File: src/rtl/shadow_register_bank_pkg.sv
// Shared types and defaults for the double-buffered register bank.
package shadow_register_bank_pkg;

  typedef enum logic {
    FILL   = 1'b0,
    COMMIT = 1'b1
  } state_e;

  localparam int          DEFAULT_REG_WIDTH   = 32;
  localparam logic [31:0] DEFAULT_RESET_VALUE = 32'h0000_0000;

  function automatic int regs_per_beat(input int stream_w, input int reg_w);
    return stream_w / reg_w;
  endfunction

endpackage

File: src/rtl/shadow_bank_writer.sv
// Shadow storage plus write index; out-of-range handling selected by
// SHADOW_BANK_OVERFLOW_CHECK_EN (drop + sticky flag) or default wrap.
module shadow_bank_writer
  import shadow_register_bank_pkg::*;
#(
  parameter int                    BANK_SIZE        = 8,
  parameter int                    REG_WIDTH        = DEFAULT_REG_WIDTH,
  parameter int                    CMD_STREAM_WIDTH = 32,
  parameter logic [REG_WIDTH-1:0]  RESET_VALUE      = REG_WIDTH'(DEFAULT_RESET_VALUE)
) (
  input  logic                            aclk,
  input  logic                            reset,
  input  logic                            wr_en,
  input  logic [CMD_STREAM_WIDTH-1:0]     wr_data,
  input  logic                            clear_idx,
  output logic [BANK_SIZE*REG_WIDTH-1:0]  shadow,
  output logic                            overflow
);

  localparam int RPB   = regs_per_beat(CMD_STREAM_WIDTH, REG_WIDTH);
  localparam int IDX_W = $clog2(BANK_SIZE) + 1;
  localparam int SUM_W = IDX_W + 1;

  typedef logic [SUM_W-1:0] sum_t;

  logic [IDX_W-1:0]     idx_q;
  logic [IDX_W-1:0]     idx_d;
  logic [REG_WIDTH-1:0] shadow_q [BANK_SIZE];
  logic [REG_WIDTH-1:0] wr_val   [BANK_SIZE];
  logic [BANK_SIZE-1:0] wr_hit;
`ifdef SHADOW_BANK_OVERFLOW_CHECK_EN
  logic                 beat_ovf;
  logic                 ovf_q;
`endif

  // Map each register slot of the beat onto its target shadow register.
  always_comb begin
    sum_t tgt;
    sum_t nxt;
    wr_hit = '0;
`ifdef SHADOW_BANK_OVERFLOW_CHECK_EN
    beat_ovf = 1'b0;
`endif
    for (int k = 0; k < BANK_SIZE; k++) begin
      wr_val[k] = '0;
    end
    for (int i = 0; i < RPB; i++) begin
      tgt = sum_t'(idx_q) + sum_t'(i);
`ifdef SHADOW_BANK_OVERFLOW_CHECK_EN
      if (tgt >= sum_t'(BANK_SIZE)) begin
        beat_ovf = 1'b1;
      end
`else
      if (tgt >= sum_t'(BANK_SIZE)) begin
        tgt = tgt - sum_t'(BANK_SIZE);
      end
`endif
      // An out-of-range target matches no slot and is simply dropped.
      for (int k = 0; k < BANK_SIZE; k++) begin
        if (tgt == sum_t'(k)) begin
          wr_hit[k] = 1'b1;
          wr_val[k] = wr_data[REG_WIDTH*i +: REG_WIDTH];
        end
      end
    end

    nxt = sum_t'(idx_q) + sum_t'(RPB);
`ifdef SHADOW_BANK_OVERFLOW_CHECK_EN
    if (nxt >= sum_t'(BANK_SIZE)) begin
      nxt = sum_t'(BANK_SIZE);
    end
`else
    if (nxt >= sum_t'(BANK_SIZE)) begin
      nxt = nxt - sum_t'(BANK_SIZE);
    end
`endif
    idx_d = IDX_W'(nxt);
  end

  always_ff @(posedge aclk) begin
    if (reset) begin
      idx_q <= '0;
      for (int k = 0; k < BANK_SIZE; k++) begin
        shadow_q[k] <= RESET_VALUE;
      end
    end else begin
      if (clear_idx) begin
        idx_q <= '0;
      end else if (wr_en) begin
        idx_q <= idx_d;
      end
      if (wr_en) begin
        for (int k = 0; k < BANK_SIZE; k++) begin
          if (wr_hit[k]) begin
            shadow_q[k] <= wr_val[k];
          end
        end
      end
    end
  end

`ifdef SHADOW_BANK_OVERFLOW_CHECK_EN
  always_ff @(posedge aclk) begin
    if (reset) begin
      ovf_q <= 1'b0;
    end else if (wr_en && beat_ovf) begin
      ovf_q <= 1'b1;
    end
  end

  assign overflow = ovf_q;
`else
  assign overflow = 1'b0;
`endif

  for (genvar g = 0; g < BANK_SIZE; g++) begin : g_flat
    assign shadow[REG_WIDTH*g +: REG_WIDTH] = shadow_q[g];
  end

endmodule

File: src/rtl/shadow_register_bank.sv
// Double-buffered register bank: AXI-Stream fills the shadow copy, which is
// committed atomically when the consumer is idle. Optional macro:
// SHADOW_BANK_OVERFLOW_CHECK_EN.
module shadow_register_bank
  import shadow_register_bank_pkg::*;
#(
  parameter int                    BANK_SIZE        = 8,
  parameter int                    REG_WIDTH        = DEFAULT_REG_WIDTH,
  parameter int                    CMD_STREAM_WIDTH = 32,
  parameter logic [REG_WIDTH-1:0]  RESET_VALUE      = REG_WIDTH'(DEFAULT_RESET_VALUE)
) (
  input  logic                            aclk,
  input  logic                            reset,
  input  logic                            s_axis_tvalid,
  output logic                            s_axis_tready,
  input  logic                            s_axis_tlast,
  input  logic [CMD_STREAM_WIDTH-1:0]     s_axis_tdata,
  input  logic                            commit_ready,
  output logic [BANK_SIZE*REG_WIDTH-1:0]  registers,
  output logic                            registers_updated,
  output logic                            overflow
);

  state_e                          state_q;
  state_e                          state_d;
  logic                            tready_q;
  logic                            accept;
  logic                            commit;
  logic [BANK_SIZE*REG_WIDTH-1:0]  shadow;
  logic [BANK_SIZE*REG_WIDTH-1:0]  active_q;
  logic                            updated_q;

  assign accept = s_axis_tvalid && tready_q;

  always_comb begin
    state_d = state_q;
    commit  = 1'b0;
    unique case (state_q)
      FILL: begin
        if (accept && s_axis_tlast) begin
          state_d = COMMIT;
        end
      end
      COMMIT: begin
        if (commit_ready) begin
          commit  = 1'b1;
          state_d = FILL;
        end
      end
      default: state_d = FILL;
    endcase
  end

  // tready is registered from the next state so it tracks (state == FILL).
  always_ff @(posedge aclk) begin
    if (reset) begin
      state_q   <= FILL;
      tready_q  <= 1'b1;
      updated_q <= 1'b0;
    end else begin
      state_q   <= state_d;
      tready_q  <= (state_d == FILL);
      updated_q <= commit;
    end
  end

  always_ff @(posedge aclk) begin
    if (reset) begin
      active_q <= {BANK_SIZE{RESET_VALUE}};
    end else if (commit) begin
      active_q <= shadow;
    end
  end

  shadow_bank_writer #(
    .BANK_SIZE        (BANK_SIZE),
    .REG_WIDTH        (REG_WIDTH),
    .CMD_STREAM_WIDTH (CMD_STREAM_WIDTH),
    .RESET_VALUE      (RESET_VALUE)
  ) u_writer (
    .aclk      (aclk),
    .reset     (reset),
    .wr_en     (accept),
    .wr_data   (s_axis_tdata),
    .clear_idx (commit),
    .shadow    (shadow),
    .overflow  (overflow)
  );

  assign s_axis_tready     = tready_q;
  assign registers         = active_q;
  assign registers_updated = updated_q;

endmodule

File: config.mk
export PLATFORM = sky130hd
export DESIGN_NAME = shadow_register_bank
export DESIGN_NICKNAME = d
export VERILOG_FILES = /design/src/rtl/shadow_register_bank_pkg.sv /design/src/rtl/shadow_bank_writer.sv /design/src/rtl/shadow_register_bank.sv
export SDC_FILE = /design/constraint.sdc
export NUM_CORES = 1
export LEC_CHECK = 0
export CAP_MARGIN = 10
export CORE_ASPECT_RATIO = 1.25
export CORE_MARGIN = 4
export CORE_UTILIZATION = 53
export DETAILED_ROUTE_END_ITERATION = 7
export PLACE_DENSITY_LB_ADDON = 0.2
export SETUP_SLACK_MARGIN = 0.4
export SLEW_MARGIN = 20
export SYNTH_ARGS = -nofsm -noshare
export SYNTH_HDL_FRONTEND = slang
export SYNTH_SLANG_ARGS = --single-unit
export TNS_END_PERCENT = 10
File: constraint.sdc
create_clock -name aclk -period 4.4 [get_ports aclk]
set_clock_uncertainty 0.15 [all_clocks]
set_input_delay 1.32 -clock aclk [delete_from_list [all_inputs] [get_ports aclk]]
set_output_delay 1.32 -clock aclk [all_outputs]
set_load 0.01 [all_outputs]
==> results.py, run 1 <==
metrics = {
    "floorplan": {
        "die_x_um": 170.8,
        "die_y_um": 211.5,
        "start_util_pct": 53.70,
        "core-area_sq_um": 32680,
        "row_count": 74,
        "ioPinCount": 296,
        "dieArea_sq_um": 36110,
    },
    "job": {
        "max-cap-violations": 0,
    },
    "global_route": {
        "grt_pass1_vias": 10890,
        "grt_pass1_wl_mm": 67.66,
        "grt_max_degree": 109,
        "grt_usage_pct": 25.01,
        "antenna_found_initial": 3,
        "overflow": 0,
    },
    "clock_network": {
        "cts_tree": "built",
        "cts-resized-gates": 0,
        "postCtsSetupBuffers": 0,
        "cts-buffers-inserted": 48,
        "clock_latency_ns": 0.55,
        "hold_buffers": 0,
        "path_clk_slew_ns": 0.06,
        "cts_max_path_buffers": 3,
        "h-tree-depth": 2,
        "cts_root_buf": "clkbuf_16",
        "cts.sinks": 518,
    },
    "setup_path": {
        "cp_top_family": "buffers and inverters",
        "path_max_fanout": 5,
        "crit_buf_inv": 1,
        "critPathLaunchType": "flop",
        "cp-end-kind": "output pin",
        "cp_data_arrival_time_ns": 1.60,
        "worstSetupPathType": "reg -> out",
        "slowest_stage": "clkdlybuf4s50_1",
        "worstPathRequired_ns": 2.93,
        "cp_cell_sequence": "clkdlybuf4s50_1",
        "slowest_delay_ns": 0.59,
    },
    "timing": {
        "rsz0062_at_grt": "no",
        "setup_viol": 0,
        "max-slew-margin-rel_pct": 30.65,
        "holdWs_ns": 0.3000,
        "finalMaxSlewViolations": 0,
        "fmax_mhz": 326.0,
        "tightestPinTransition_ns": 1.039,
        "tns_ns": 0,
        "finalCritPeriodShare_pct": 69.72,
        "hold_violations": 0,
        "min_period_ns": 3.068,
    },
    "route": {
        "ant_nets": 0,
        "routed_wl_mm": 46.06,
        "via_count": 11080,
        "wl_per_cell_um": 23.55,
        "drt-pass1-iter-count": 5,
        "drc": 0,
        "drtIter0Drc": 895,
        "via_per_inst": 5.665,
    },
    "place": {
        "dp_hpwl_mm": 28.32,
        "place_congestion": 0.7740,
        "io_buffer_count": 294,
    },
    "pwr": {
        "combinationalPowerShare_pct": 5.9,
        "p_sw_share_pct": 21.81,
        "p_seq_share_pct": 52.8,
        "internal_power_uw": 7871,
        "clkPwrFrac_pct": 41.4,
        "p_leak_uw": 0.008529,
        "switching_power_uw": 2196,
        "peakVddDrop_mv": 0.3728,
        "pwr_density_cell_nw_per_um2": 451.0,
        "power_uw": 10070,
    },
    "final_layout": {
        "area_growth_pct": 27.18,
        "antenna_cells": 0,
        "drive_above_1_share_pct": 7.022,
        "fin_util_pct": 68.29,
        "multi_input_area_sq_um": 4068,
        "num-nets-final": 1541,
        "ff_latch_area_sq_um": 12930,
        "fill_cells": 2285,
    },
    "yosys": {
        "ys.flop_type": "dfxtp_1",
        "syn_avg_cell_area_sq_um": 14.21,
        "synth_edf_count": 256,
        "ys_types": 31,
        "ys_seq_elements": 518,
        "synth_nets": 1276,
        "netlist_area_sq_um": 17550,
        "ys_async_sr_fraction_pct": 0,
        "synthCells": 1235,
        "yosys_warnings": 0,
        "ys_seq_area_share_pct": 73.69,
    },
    "status": {
        "status": "completed",
    },
    "min_path": {
        "holdCritPathClass": "reg -> reg",
    },
}
## final timing paths
check / startpoint / cells after the start / endpoint / slack [ns]
worst max-delay path: s_axis_tready / 1 / s_axis_tready / 1.33
worst min-delay path: u_writer.shadow_q[0][29] / 1 / registers[29] / 0.30
worst max register to register: u_writer.idx_q[0] / 3 / u_writer.shadow_q[0][115] / 1.47
worst min register to register: u_writer.shadow_q[0][29] / 1 / registers[29] / 0.30
## layer usage
layer  vias up  wire length [um]  global-route usage [%]
met5         -                 0                       0
met4         0              1887                   10.06
met3        88              4343                   7.658
met2       449             22710                   40.50
met1      5480             17120                   31.61
li1       5063                 -                       -
## flip-flops by register name, summed over array words and instances, names as in the netlist
| name | count |
|---|---|
| registers_updated | 1 |
| state_q | 1 |
| registers | 256 |
| u_writer.shadow_q | 256 |
| u_writer.idx_q | 3 |
| s_axis_tready | 1 |
## power by group through the flow
stage	Combinational (uW)	Sequential [uW]	Clock [uW]
after global placement	580	5410	0
final	590	5310	4160
after floorplan	270	5420	0
after global routing	629	5330	4440
after detailed placement	590	5420	0
after CTS	594	5310	4230
## cells by family after synthesis
| kind of cell | count (synthesis) | share of synthesized area, % |
|---|---|---|
| XOR/XNOR | 2 | 0.09983 |
| flip-flops | 518 | 73.69 |
| adder cells (fa/ha/maj) | 4 | 0.2852 |
| other | 1 | 0.02137 |
| buffers and inverters | 104 | 3.329 |
| AND/OR/NAND/NOR | 339 | 9.275 |
| AO/OA/AOI/OAI | 267 | 13.30 |
## per-stage QoR
| step | setup WS, ns | instance area [sq um] | cells |
|---|---|---|---|
| 4_1_cts | 1.304 | 22320 | 1956 |
| 3_5_place_dp | 0.8163 | 20740 | 1868 |
| 3_3_place_gp | 0.8618 | 20740 | 1868 |
| 5_1_grt | 1.236 | 22320 | 1956 |
| 2_1_floorplan | 0.8573 | 17550 | 1235 |
| 6_report | 1.332 | 22320 | 1956 |
## synthesized netlist by cell type (all sizes together), types with 2 or more instances
master  instances  share of area, %
buf            73               2.6
dfxtp         262                30
and2           65               2.3
a31o            3              0.15
edfxtp        256                44
a21oi           2              0.12
nor2          134               2.9
nand2          70               1.5
a21o            3              0.13
and3           65               2.3
o21bai          2             0.086
a22o          256                13
clkbuf         28              0.62
inv             3             0.064
ha              4              0.29
## layout by cell type (no fill, tap or decap), types with 6 or more instances in the layout
cell / instances
clkdlybuf4s50_1: 294
dfxtp_1: 262
a22o_1: 256
edfxtp_1: 256
nor2_1: 131
nand2_1: 69
and2_1: 65
and3_1: 65
clkbuf_16: 49
clkinv_2: 14
buf_4: 14
clkbuf_1: 8
buf_12: 8
clkinv_1: 7
bufinv_16: 6
## cell type report
type | instances | area share (%)
repair buffers | 316 | 14.37
flip-flops and latches | 518 | 57.94
inverters | 3 | 0.05045
clock buffers | 59 | 5.751
multi-input cells | 613 | 18.22
well taps | 418 | 2.343
clock inverters | 29 | 1.317
Power figures use the tool's default switching activity.
==> run 2: changes to the inputs <==
==> constraint.sdc (replaced) <==
create_clock -name aclk -period 2.85 [get_ports aclk]
set_clock_uncertainty 0.15 [all_clocks]
set_input_delay 0.855 -clock aclk [delete_from_list [all_inputs] [get_ports aclk]]
set_output_delay 0.855 -clock aclk [all_outputs]
set_load 0.01 [all_outputs]
==> run 2 against run 1 <==
Compared with the run above:
- non-clock buffer count rose by 11
- clock-buffer cell count increased by 8
- critical path depth unchanged
- combinational power rose by 60%
- cell area increased by 1.7%
- wire length up 0.96%
- utilization is 1.2 points higher
- global-route usage grew 0.37 points
- sequential share of layout area fell by 0.97 points
- critical path type unchanged
- largest power group unchanged
==> results.py, run 2 (same netlist as run 1, synthesis figures left out) <==
metrics = {
    "clock_network": {
        "cts-buffers-inserted": 48,
        "path_clk_slew_ns": 0.06,
        "cts_max_path_buffers": 3,
        "cts_tree": "built",
        "cts_root_buf": "clkbuf_16",
        "h-tree-depth": 2,
        "clock_latency_ns": 0.55,
        "cts.sinks": 518,
        "hold_buffers": 0,
    },
    "timing": {
        "tightestPinTransition_ns": 1.087,
        "min_period_ns": 2.503,
        "rsz0062_at_grt": "yes",
        "finalMaxSlewViolations": 0,
        "setup_viol": 0,
        "holdWs_ns": 0.2998,
        "finalCritPeriodShare_pct": 87.82,
        "fmax_mhz": 399.5,
        "hold_violations": 0,
        "max-slew-margin-rel_pct": 27.12,
    },
    "route": {
        "drc": 0,
        "via_per_inst": 5.655,
        "drt-pass1-iter-count": 5,
        "drtIter0Drc": 1183,
        "routed_wl_mm": 46.50,
        "wl_per_cell_um": 23.64,
        "via_count": 11120,
        "ant_nets": 0,
    },
    "place": {
        "io_buffer_count": 294,
        "place_congestion": 0.7903,
        "dp_hpwl_mm": 28.63,
    },
    "pwr": {
        "p_sw_share_pct": 21.47,
        "pwr_density_cell_nw_per_um2": 698.3,
        "p_leak_uw": 0.009185,
        "p_seq_share_pct": 51.7,
        "switching_power_uw": 3404,
        "peakVddDrop_mv": 0.4470,
        "clkPwrFrac_pct": 42.3,
        "power_uw": 15850,
        "internal_power_uw": 12450,
        "combinationalPowerShare_pct": 6.0,
    },
    "setup_path": {
        "worstSetupPathType": "reg -> out",
        "cp-end-kind": "output pin",
        "crit_buf_inv": 1,
        "path_max_fanout": 2,
        "critPathLaunchType": "flop",
        "cp_data_arrival_time_ns": 1.50,
        "slowest_stage": "clkdlybuf4s50_1",
        "cp_cell_sequence": "clkdlybuf4s50_1",
        "slowest_delay_ns": 0.56,
        "cp_top_family": "buffers and inverters",
        "worstPathRequired_ns": 1.85,
    },
    "final_layout": {
        "area_growth_pct": 29.35,
        "most-common-layout-cells": "261 x dfxtp_1, 259 x clkdlybuf4s50_1, 256 x a22o_1, 256 x edfxtp_1, 131 x nor2_1",
        "antenna_cells": 0,
        "fin_util_pct": 69.46,
        "final_common_cell": "dfxtp_1",
        "drive_above_1_share_pct": 7.747,
        "num-nets-final": 1553,
    },
    "floorplan": {
        "row_count": 74,
        "die_y_um": 211.5,
        "core-area_sq_um": 32680,
        "ioPinCount": 296,
        "start_util_pct": 53.70,
        "dieArea_sq_um": 36110,
        "die_x_um": 170.8,
    },
    "status": {
        "status": "completed",
    },
    "global_route": {
        "grt_pass1_vias": 11140,
        "overflow": 0,
        "antenna_found_initial": 4,
        "grt_usage_pct": 25.39,
        "grt_max_degree": 139,
        "grt_pass1_wl_mm": 68.68,
    },
    "min_path": {
        "holdCritPathClass": "reg -> reg",
    },
    "job": {
        "max-cap-violations": 0,
    },
}
## run 2: changes by cell type in the layout (fill, tap and decap cells not counted), moves of 3 or more
cell,before,now
clkbuf_8,2,7
clkinvlp_4,0,3
clkdlybuf4s50_1,294,259
clkinv_1,7,4
clkinv_2,14,6
dlygate4sd2_1,0,8
buf_12,8,19
dlymetal6s2s_1,0,27
## run 2: cell type report
type | instances | area [sq um]
Clock buffer | 67 | 1385
Clock inverter | 20 | 277.8
Fill cell | 2287 | 9982
Inverter | 3 | 11.26
Multi-Input combinational cell | 614 | 4085
Sequential cell | 518 | 12930
Tap cell | 418 | 523.0
Timing Repair Buffer | 327 | 3486
## run 2: power by group through the flow
stage,combinational (uW),clock [uW],sequential (uW)
6_report,946,6700,8200
2_1_floorplan,417,0,8370
3_5_place_dp,945,0,8360
3_3_place_gp,933,0,8350
4_1_cts,952,6780,8200
5_1_grt,1010,7090,8220
## run 2: final timing paths
path	depth (start not counted)	slack, ns	startpoint	end
max	1	0.35	registers[73]	registers[73]
min	1	0.30	u_writer.shadow_q[1][124]	registers[252]
max reg2reg	3	0.75	u_writer.idx_q[0]	u_writer.shadow_q[0][125]
min reg2reg	1	0.30	u_writer.shadow_q[1][124]	registers[252]
## run 2: metrics by stage
stage / area, sq um / cells / setup slack, ns / setup TNS [ns]
2_1_floorplan: 17550 / 1235 / -0.2212 / -7.079
3_3_place_gp: 20960 / 1879 / -0.2245 / -9.945
3_5_place_dp: 20960 / 1879 / -0.3032 / -18.06
4_1_cts: 22620 / 1967 / 0.3235 / 0
5_1_grt: 22700 / 1967 / 0.3173 / 0
6_report: 22700 / 1967 / 0.3470 / 0
## run 2: metal layers
metal	up-vias	GRT usage (%)	share of wire (%)
met5	-	0	0
met4	0	12.31	5.1
met3	104	5.622	8.0
met2	450	40.31	48
met1	5480	33.27	39
li1	5090	-	-
## run 2: what timing repair did
| item | 4_1_cts | 5_1_grt |
|---|---|---|
| gates cloned | 1 | 0 |
| setup buffers | 0 | 0 |
| pin swaps | 1 | 0 |
| gates resized for setup | 9 | 27 |
| setup endpoints to repair | 253 | 279 |
==> run 3: changes to the inputs <==
--- a/config.mk
+++ b/config.mk
@@ -9,8 +9,10 @@
 export CORE_ASPECT_RATIO = 1.25
 export CORE_MARGIN = 4
 export CORE_UTILIZATION = 53
+export CTS_CLUSTER_SIZE = 28
 export DETAILED_ROUTE_END_ITERATION = 7
 export PLACE_DENSITY_LB_ADDON = 0.2
+export RECOVER_POWER = 50
 export SETUP_SLACK_MARGIN = 0.4
 export SLEW_MARGIN = 20
 export SYNTH_ARGS = -nofsm -noshare
==> run 3 against run 2 <==
Compared with the run above:
- clock-buffer cell count unchanged
- total power about the same
- critical path type is now in -> reg
- first-iteration DRC count fell by 1.4%
- register-to-register slack worse by 0.24 ns
- final cell count is essentially flat
- combinational power fell by 2.2%
- non-clock buffer count stayed put
- global-route usage is the same
==> results.py, run 3 (same netlist as run 1, synthesis figures left out) <==
metrics = {
    "place": {
        "dp_hpwl_mm": 28.63,
        "io_buffer_count": 294,
        "place_congestion": 0.7903,
        "dp.cells": 1879,
        "postPlaceCellArea_sq_um": 20960,
    },
    "clock_network": {
        "postCtsSetupBuffers": 0,
        "clock_latency_ns": 0.55,
        "path_clk_slew_ns": 0.06,
        "cts_tree": "built",
        "cts_max_path_buffers": 3,
        "cts_root_buf": "clkbuf_16",
        "cts.sinks": 518,
        "cts-buffers-inserted": 48,
        "h-tree-depth": 2,
    },
    "setup_path": {
        "critPathLaunchType": "input port",
        "slowest_stage": "clkbuf_2",
        "path_max_fanout": 42,
        "cp_cell_sequence": "dlygate4sd3_1 -> buf_4 -> a21oi_4 -> clkbuf_2 -> a22o_1",
        "worstPathRequired_ns": 3.19,
        "cp-end-kind": "flop",
        "slowest_delay_ns": 0.75,
        "cp_data_arrival_time_ns": 2.95,
        "worstSetupPathType": "in -> reg",
    },
    "global_route": {
        "grt_pass1_vias": 11140,
        "antenna_found_initial": 5,
        "grt_usage_pct": 25.39,
        "grt_pass1_wl_mm": 68.68,
        "grt_max_degree": 139,
        "overflow": 0,
    },
    "route": {
        "routed_wl_mm": 46.52,
        "drc": 0,
        "drt-pass1-iter-count": 7,
        "via_count": 11200,
        "wl_per_cell_um": 23.64,
        "ant_nets": 0,
        "via_per_inst": 5.689,
        "drtIter0Drc": 1166,
    },
    "timing": {
        "tns_ns": 0,
        "min_period_ns": 2.617,
        "hold_violations": 0,
        "finalCritPeriodShare_pct": 91.83,
        "rsz0062_at_grt": "yes",
        "max-slew-margin-rel_pct": 27.86,
        "tightestPinTransition_ns": 1.081,
        "finalMaxSlewViolations": 0,
        "fmax_mhz": 382.1,
        "setup_viol": 0,
    },
    "final_layout": {
        "fin_cells": 1968,
        "ff_latch_area_sq_um": 12930,
        "num-nets-final": 1553,
        "final_area_sq_um": 22450,
        "area_growth_pct": 27.92,
        "drive_above_1_share_pct": 7.618,
        "most-common-layout-cells": "261 x dfxtp_1, 257 x clkdlybuf4s50_1, 256 x a22o_1, 256 x edfxtp_1, 131 x nor2_1",
        "final_common_cell": "dfxtp_1",
        "fill_cells": 2322,
        "fin_util_pct": 68.69,
        "multi_input_area_sq_um": 4070,
    },
    "floorplan": {
        "row_count": 74,
        "dieArea_sq_um": 36110,
        "ioPinCount": 296,
        "die_x_um": 170.8,
        "core-area_sq_um": 32680,
        "start_util_pct": 53.70,
        "die_y_um": 211.5,
    },
    "job": {
        "max-cap-violations": 0,
    },
    "min_path": {
        "holdCritPathClass": "reg -> reg",
    },
    "pwr": {
        "peakVddDrop_mv": 0.4488,
        "p_leak_uw": 0.008587,
        "pwr_density_cell_nw_per_um2": 705.5,
        "power_uw": 15840,
    },
    "status": {
        "status": "completed",
    },
}
==> run 3: changes by cell type in the layout (fill, tap and decap cells not counted), moves of 4 or more <==
| cell | before | now |
|---|---|---|
| and2_0 | 0 | 32 |
| dlymetal6s2s_1 | 27 | 0 |
| buf_12 | 19 | 15 |
| clkbuf_1 | 10 | 29 |
| clkdlybuf4s25_1 | 0 | 9 |
| buf_4 | 14 | 10 |
| and2_1 | 65 | 33 |
| clkbuf_4 | 0 | 5 |
==> run 3: final timing paths <==
kind                                                 from                        end  slack [ns]  cells after the start
worst max-delay path                                reset             registers[157]        0.23                      5
worst min register to register  u_writer.shadow_q[1][124]             registers[252]        0.30                      1
worst min-delay path            u_writer.shadow_q[1][124]             registers[252]        0.30                      1
worst max register to register          u_writer.idx_q[2]  u_writer.shadow_q[1][114]        0.51                      3
==> run 3: cell type report <==
cell class              instances  area share (%)
flip-flops and latches        518           57.61
multi-input cells             614           18.13
repair buffers                327           14.46
clock buffers                  67           6.170
well taps                     418           2.330
clock inverters                20           1.237
inverters                       3         0.05016
diodes                          1         0.01115
==> run 3: repair_timing <==
item	in CTS	in global routing
cloned	1	0
pin swaps	1	0
setup endpoints to repair	253	279
hold endpoints to repair	0	0
hold buffers	0	0
resized for setup	9	27
==> run 3: through the flow <==
step | setup WS [ns] | hold slack, ns
6_report | 0.2329 | 0.2990
5_1_grt | 0.1639 | 0.3165
4_1_cts | 0.3235 | 0.3040
3_5_place_dp | -0.3032 | 0.2899
3_3_place_gp | -0.2245 | 0.2874
2_1_floorplan | -0.2212 | 0.2855
==> run 3: layer usage <==
layer | track usage (%) | share of wire, %
met5 | 0 | 0
met4 | 12.31 | 5.1
met3 | 5.622 | 8.1
met2 | 40.31 | 48
met1 | 33.27 | 38
==> run 3: power by group <==
part,switching [uW],internal (uW),total (uW),leakage [uW]
combinational,602,323,925,0.00300
clock,2690,4020,6710,0.000807
sequential,117,8090,8200,0.00478
==> run 3: worst max-delay path: cells and delay by family <==
| kind | cells | cell delay (ns) |
|---|---|---|
| compound gates | 2 | 0.48 |
| buf+inv | 3 | 1.60 |
